### config.mk
export PLATFORM = sky130hd
export DESIGN_NAME = bist_misr
export DESIGN_NICKNAME = d
export VERILOG_FILES = /design/src/rtl/bist_pkg.sv /design/src/rtl/bist_misr.sv
export SDC_FILE = /design/constraint.sdc
export NUM_CORES = 1
export LEC_CHECK = 0
export CELL_PAD_IN_SITES_DETAIL_PLACEMENT = 1
export CELL_PAD_IN_SITES_GLOBAL_PLACEMENT = 2
export CORE_MARGIN = 2
export CORE_UTILIZATION = 29
export DETAILED_ROUTE_END_ITERATION = 10
export DONT_BUFFER_PORTS = 1
export GPL_ROUTABILITY_DRIVEN = 0
export PLACE_DENSITY_LB_ADDON = 0.12
export RECOVER_POWER = 25
export SLEW_MARGIN = 40
export SYNTH_ARGS = -nofsm -noshare
export SYNTH_HDL_FRONTEND = slang
export SYNTH_SLANG_ARGS = --single-unit
### constraint.sdc
create_clock -name clk -period 0.85 [get_ports clk]
set_input_delay 0.1275 -clock clk [delete_from_list [all_inputs] [get_ports clk]]
set_output_delay 0.1275 -clock clk [all_outputs]
set_load 0.01 [all_outputs]
### src/rtl/bist_pkg.sv
// Shared definitions for the memory BIST read-side response checker.
package bist_pkg;

    localparam int unsigned BIST_ADR_SIZE  = 4;
    localparam int unsigned BIST_DATA_SIZE = 8;
    localparam int unsigned BIST_CNT_SIZE  = 8;

    localparam logic [BIST_DATA_SIZE-1:0] BIST_MISR_POLY = 8'h1D;

    typedef enum logic [1:0] {
        IDLE = 2'd0,
        RUN  = 2'd1,
        DONE = 2'd2
    } bist_state_e;

endpackage

### src/rtl/bist_misr.sv
// Multiple-input signature register; compacts one data word per enabled cycle.
module bist_misr
    import bist_pkg::*;
#(
    parameter int unsigned             DATA_SIZE = BIST_DATA_SIZE,
    parameter logic [DATA_SIZE-1:0]    MISR_POLY = DATA_SIZE'(BIST_MISR_POLY)
) (
    input  logic                 clk,
    input  logic                 rst,
    input  logic                 clr,
    input  logic                 en,
    input  logic [DATA_SIZE-1:0] din,
    output logic [DATA_SIZE-1:0] sig
);

    logic [DATA_SIZE-1:0] r_sig;
    logic [DATA_SIZE-1:0] w_fb;

    assign w_fb = r_sig[DATA_SIZE-1] ? MISR_POLY : '0;

    // Shift with polynomial feedback and fold in the new word; clr starts a fresh signature.
    always_ff @(posedge clk) begin
        if (rst || clr) begin
            r_sig <= '0;
        end else if (en) begin
            r_sig <= {r_sig[DATA_SIZE-2:0], 1'b0} ^ w_fb ^ din;
        end
    end

    assign sig = r_sig;

endmodule

==> impl_metrics.py <==
metrics = {
    "sta": {
        "finalSetupViolCount": 6,
        "drv_slew": 0,
        "period_minus_slack_ns": 0.9193,
        "rsz0062_at_grt": "yes",
        "slew_headroom": 0.7355,
        "layout_worst_path_cycle_share": 1.082,
        "hold_viol_final": 0,
        "finalWorstSetupSlack_ns": -0.06930,
        "fmax_mhz": 1088,
        "worst_pin_slew_ns": 0.3967,
        "hold_slack_ns": 0.05043,
        "skew_ns": 0.001249,
    },
    "worst_setup_path": {
        "worstPathMaxFanout": 2,
        "arrival_ns": 1.04,
        "reg2reg_depth": 3,
        "crit_start": "sig[3]",
        "r2r_end": "sig[4]",
        "critPathRequiredTime_ns": 0.97,
        "critPathCaptureType": "register",
        "crit_type": "register to register",
        "setup.worst_path.end": "sig[4]",
        "worst_setup_path_start_kind": "register",
        "r2r_setup_slack_ns": -0.07,
        "rr_startpoint": "sig[3]",
    },
    "synthesis": {
        "syn_area_sq_um": 436.7,
        "synth.distinct_cells": 12,
        "syn_nets": 52,
        "synth-seq-area-share": 0.3668,
        "syn_avg_cell_area_sq_um": 10.92,
        "syn_inst": 40,
        "synth_area_leaders": "dfxtp_1 (37%), xnor2_1 (16%), a211oi_2 (14%)",
        "synth_top_area_share": 0.3668,
        "synth_warnings": 0,
        "ys_ff_latch": 8,
        "yosysTopAreaCell": "dfxtp_1",
    },
    "floorplan": {
        "dieArea_sq_um": 1832,
        "pin_count": 20,
        "dieWidth_microns": 42.81,
        "core_sq_um": 1454,
        "initial_utilization": 0.3003,
        "die_h_microns": 42.81,
        "rows": 14,
    },
    "clocking": {
        "htree_num_levels": 1,
        "cts_tree": "yes",
        "root_buffer": "clkbuf_4",
        "clock_path_buffers": 2,
        "numClockSinks": 8,
        "cts_buffers": 3,
        "cts.clk_slew.worst_paths_ns": 0.05,
        "clock_latency_ns": 0.24,
    },
    "routing": {
        "drt_wl_total_microns": 993,
        "dr_total_vias": 325,
        "first_pass_iters": 1,
        "drcViolationCount": 0,
        "top_layer": "met4",
        "vias_per_cell": 4.851,
        "wl_per_cell_microns": 14.82,
        "drtIter0Drc": 0,
        "detail-route-antenna-nets": 0,
        "wl_met3_microns": 71,
        "met1_length_microns": 387,
        "route.met2.wl_microns": 520,
    },
    "job": {
        "maxCapViolCount": 0,
    },
    "global_routing": {
        "grt_usage": 0.1227,
        "grt_pass1_vias": 337,
        "grt-ovfl-total": 0,
        "grt_max_degree": 12,
        "antenna_found_initial": 0,
        "grt_pass1_wl_microns": 1614,
    },
    "final_layout": {
        "largest_reg_flops": 8,
        "nNetsFinal": 65,
        "post-route-util": 0.4165,
        "most-common-layout-cells": "buf_6 (7), dfxtp_2 (7), nor2_1 (5), a211oi_2 (5)",
        "syn2layout_area_growth_pct": 38.68,
        "drive_above_1_share": 0.5686,
        "fin_cells": 67,
        "num_antenna_cells": 0,
    },
    "hold_path": {
        "hold_path_class": "input port to register",
        "whs_path_depth": 2,
    },
    "power_and_ir_drop": {
        "p_per_area_nw_per_um2": 1414,
        "peakVddDrop_mv": 0.7445,
        "power_leakage_nw": 0.2389,
    },
    "place": {
        "place_hpwl_microns": 720.4,
        "placedCellCount": 63,
        "port_buffers": 0,
    },
    "status": {
        "violations": "setup timing",
        "status": "finished, violations left",
    },
}
==> cells by family after synthesis <==
family / synth area share
compound gates: 0.1776
xor+xnor: 0.1605
buf+inv: 0.04298
flops: 0.3668
mux: 0.06877
simple gates: 0.1834
==> what timing repair did <==
action,4_1_cts,5_1_grt
gates resized for setup,7,6
pin swaps,0,1
buffers inserted,0,0
setup endpoints to repair,12,16
hold endpoints to repair,5,0
hold buffers,1,0
==> synth_stat cells <==
cell type and n:
dfxtp_1 8, mux2i_1 3, nand2b_1 3, a211oi_2 5
nor2_1 5, xnor2_1 8, or2_1 1, o21ai_1 3
buf_4 1, and4bb_1 1, nor4b_4 1, buf_6 1
==> layout make-up <==
type | count | area, sq um
Clock buffer | 3 | 22.52
Multi-Input combinational cell | 30 | 287.8
Tap cell | 16 | 20.02
Timing Repair Buffer | 10 | 106.4
Fill cell | 176 | 848.3
Sequential cell | 8 | 168.9
==> worst max-delay path: stages, from the launching register on <==
cell	delay [ns]
dfxtp_2	0.34
xnor2_2	0.17
mux2i_1	0.20
o21ai_1	0.08
==> stage by stage <==
stage,TNS (ns),worst slack (ns),power (W),cell area [sq um]
after floorplan,-0.01417,-0.005511,0.0005356,464.2
after global placement,-0.06732,-0.02565,0.0005584,533.0
after detailed placement,-0.2157,-0.07397,0.0005621,533.0
after CTS,-0.4014,-0.08445,0.0008713,584.3
after global routing,-0.6748,-0.1538,0.0009087,605.6
final,-0.2506,-0.06930,0.0008560,605.6
==> worst min path at each step <==
stage | to | start | slack (ns)
2_1_floorplan | sig[2] | en | 0.29
3_3_place_gp | sig[1] | en | 0.22
3_5_place_dp | sig[1] | en | 0.22
4_1_cts | sig[3] | en | 0.04
5_1_grt | sig[3] | en | 0.06
6_report | sig[3] | en | 0.05
==> report_power, final <==
part | switching [W] | internal (W) | leakage [nW] | total, W
clock | 0.000115 | 0.000161 | 0.0138 | 0.000276
combinational | 0.0000635 | 0.0000997 | 0.157 | 0.000163
sequential | 0.0000203 | 0.000396 | 0.0684 | 0.000417
total | 0.000199 | 0.000657 | 0.239 | 0.000856
==> layer usage <==
layer	up-vias	GRT usage
met5	-	0
met4	0	0.03750
li1	161	-
met2	10	0.2030
met1	152	0.1347
met3	2	0.06383
Power figures use the tool's default switching activity.
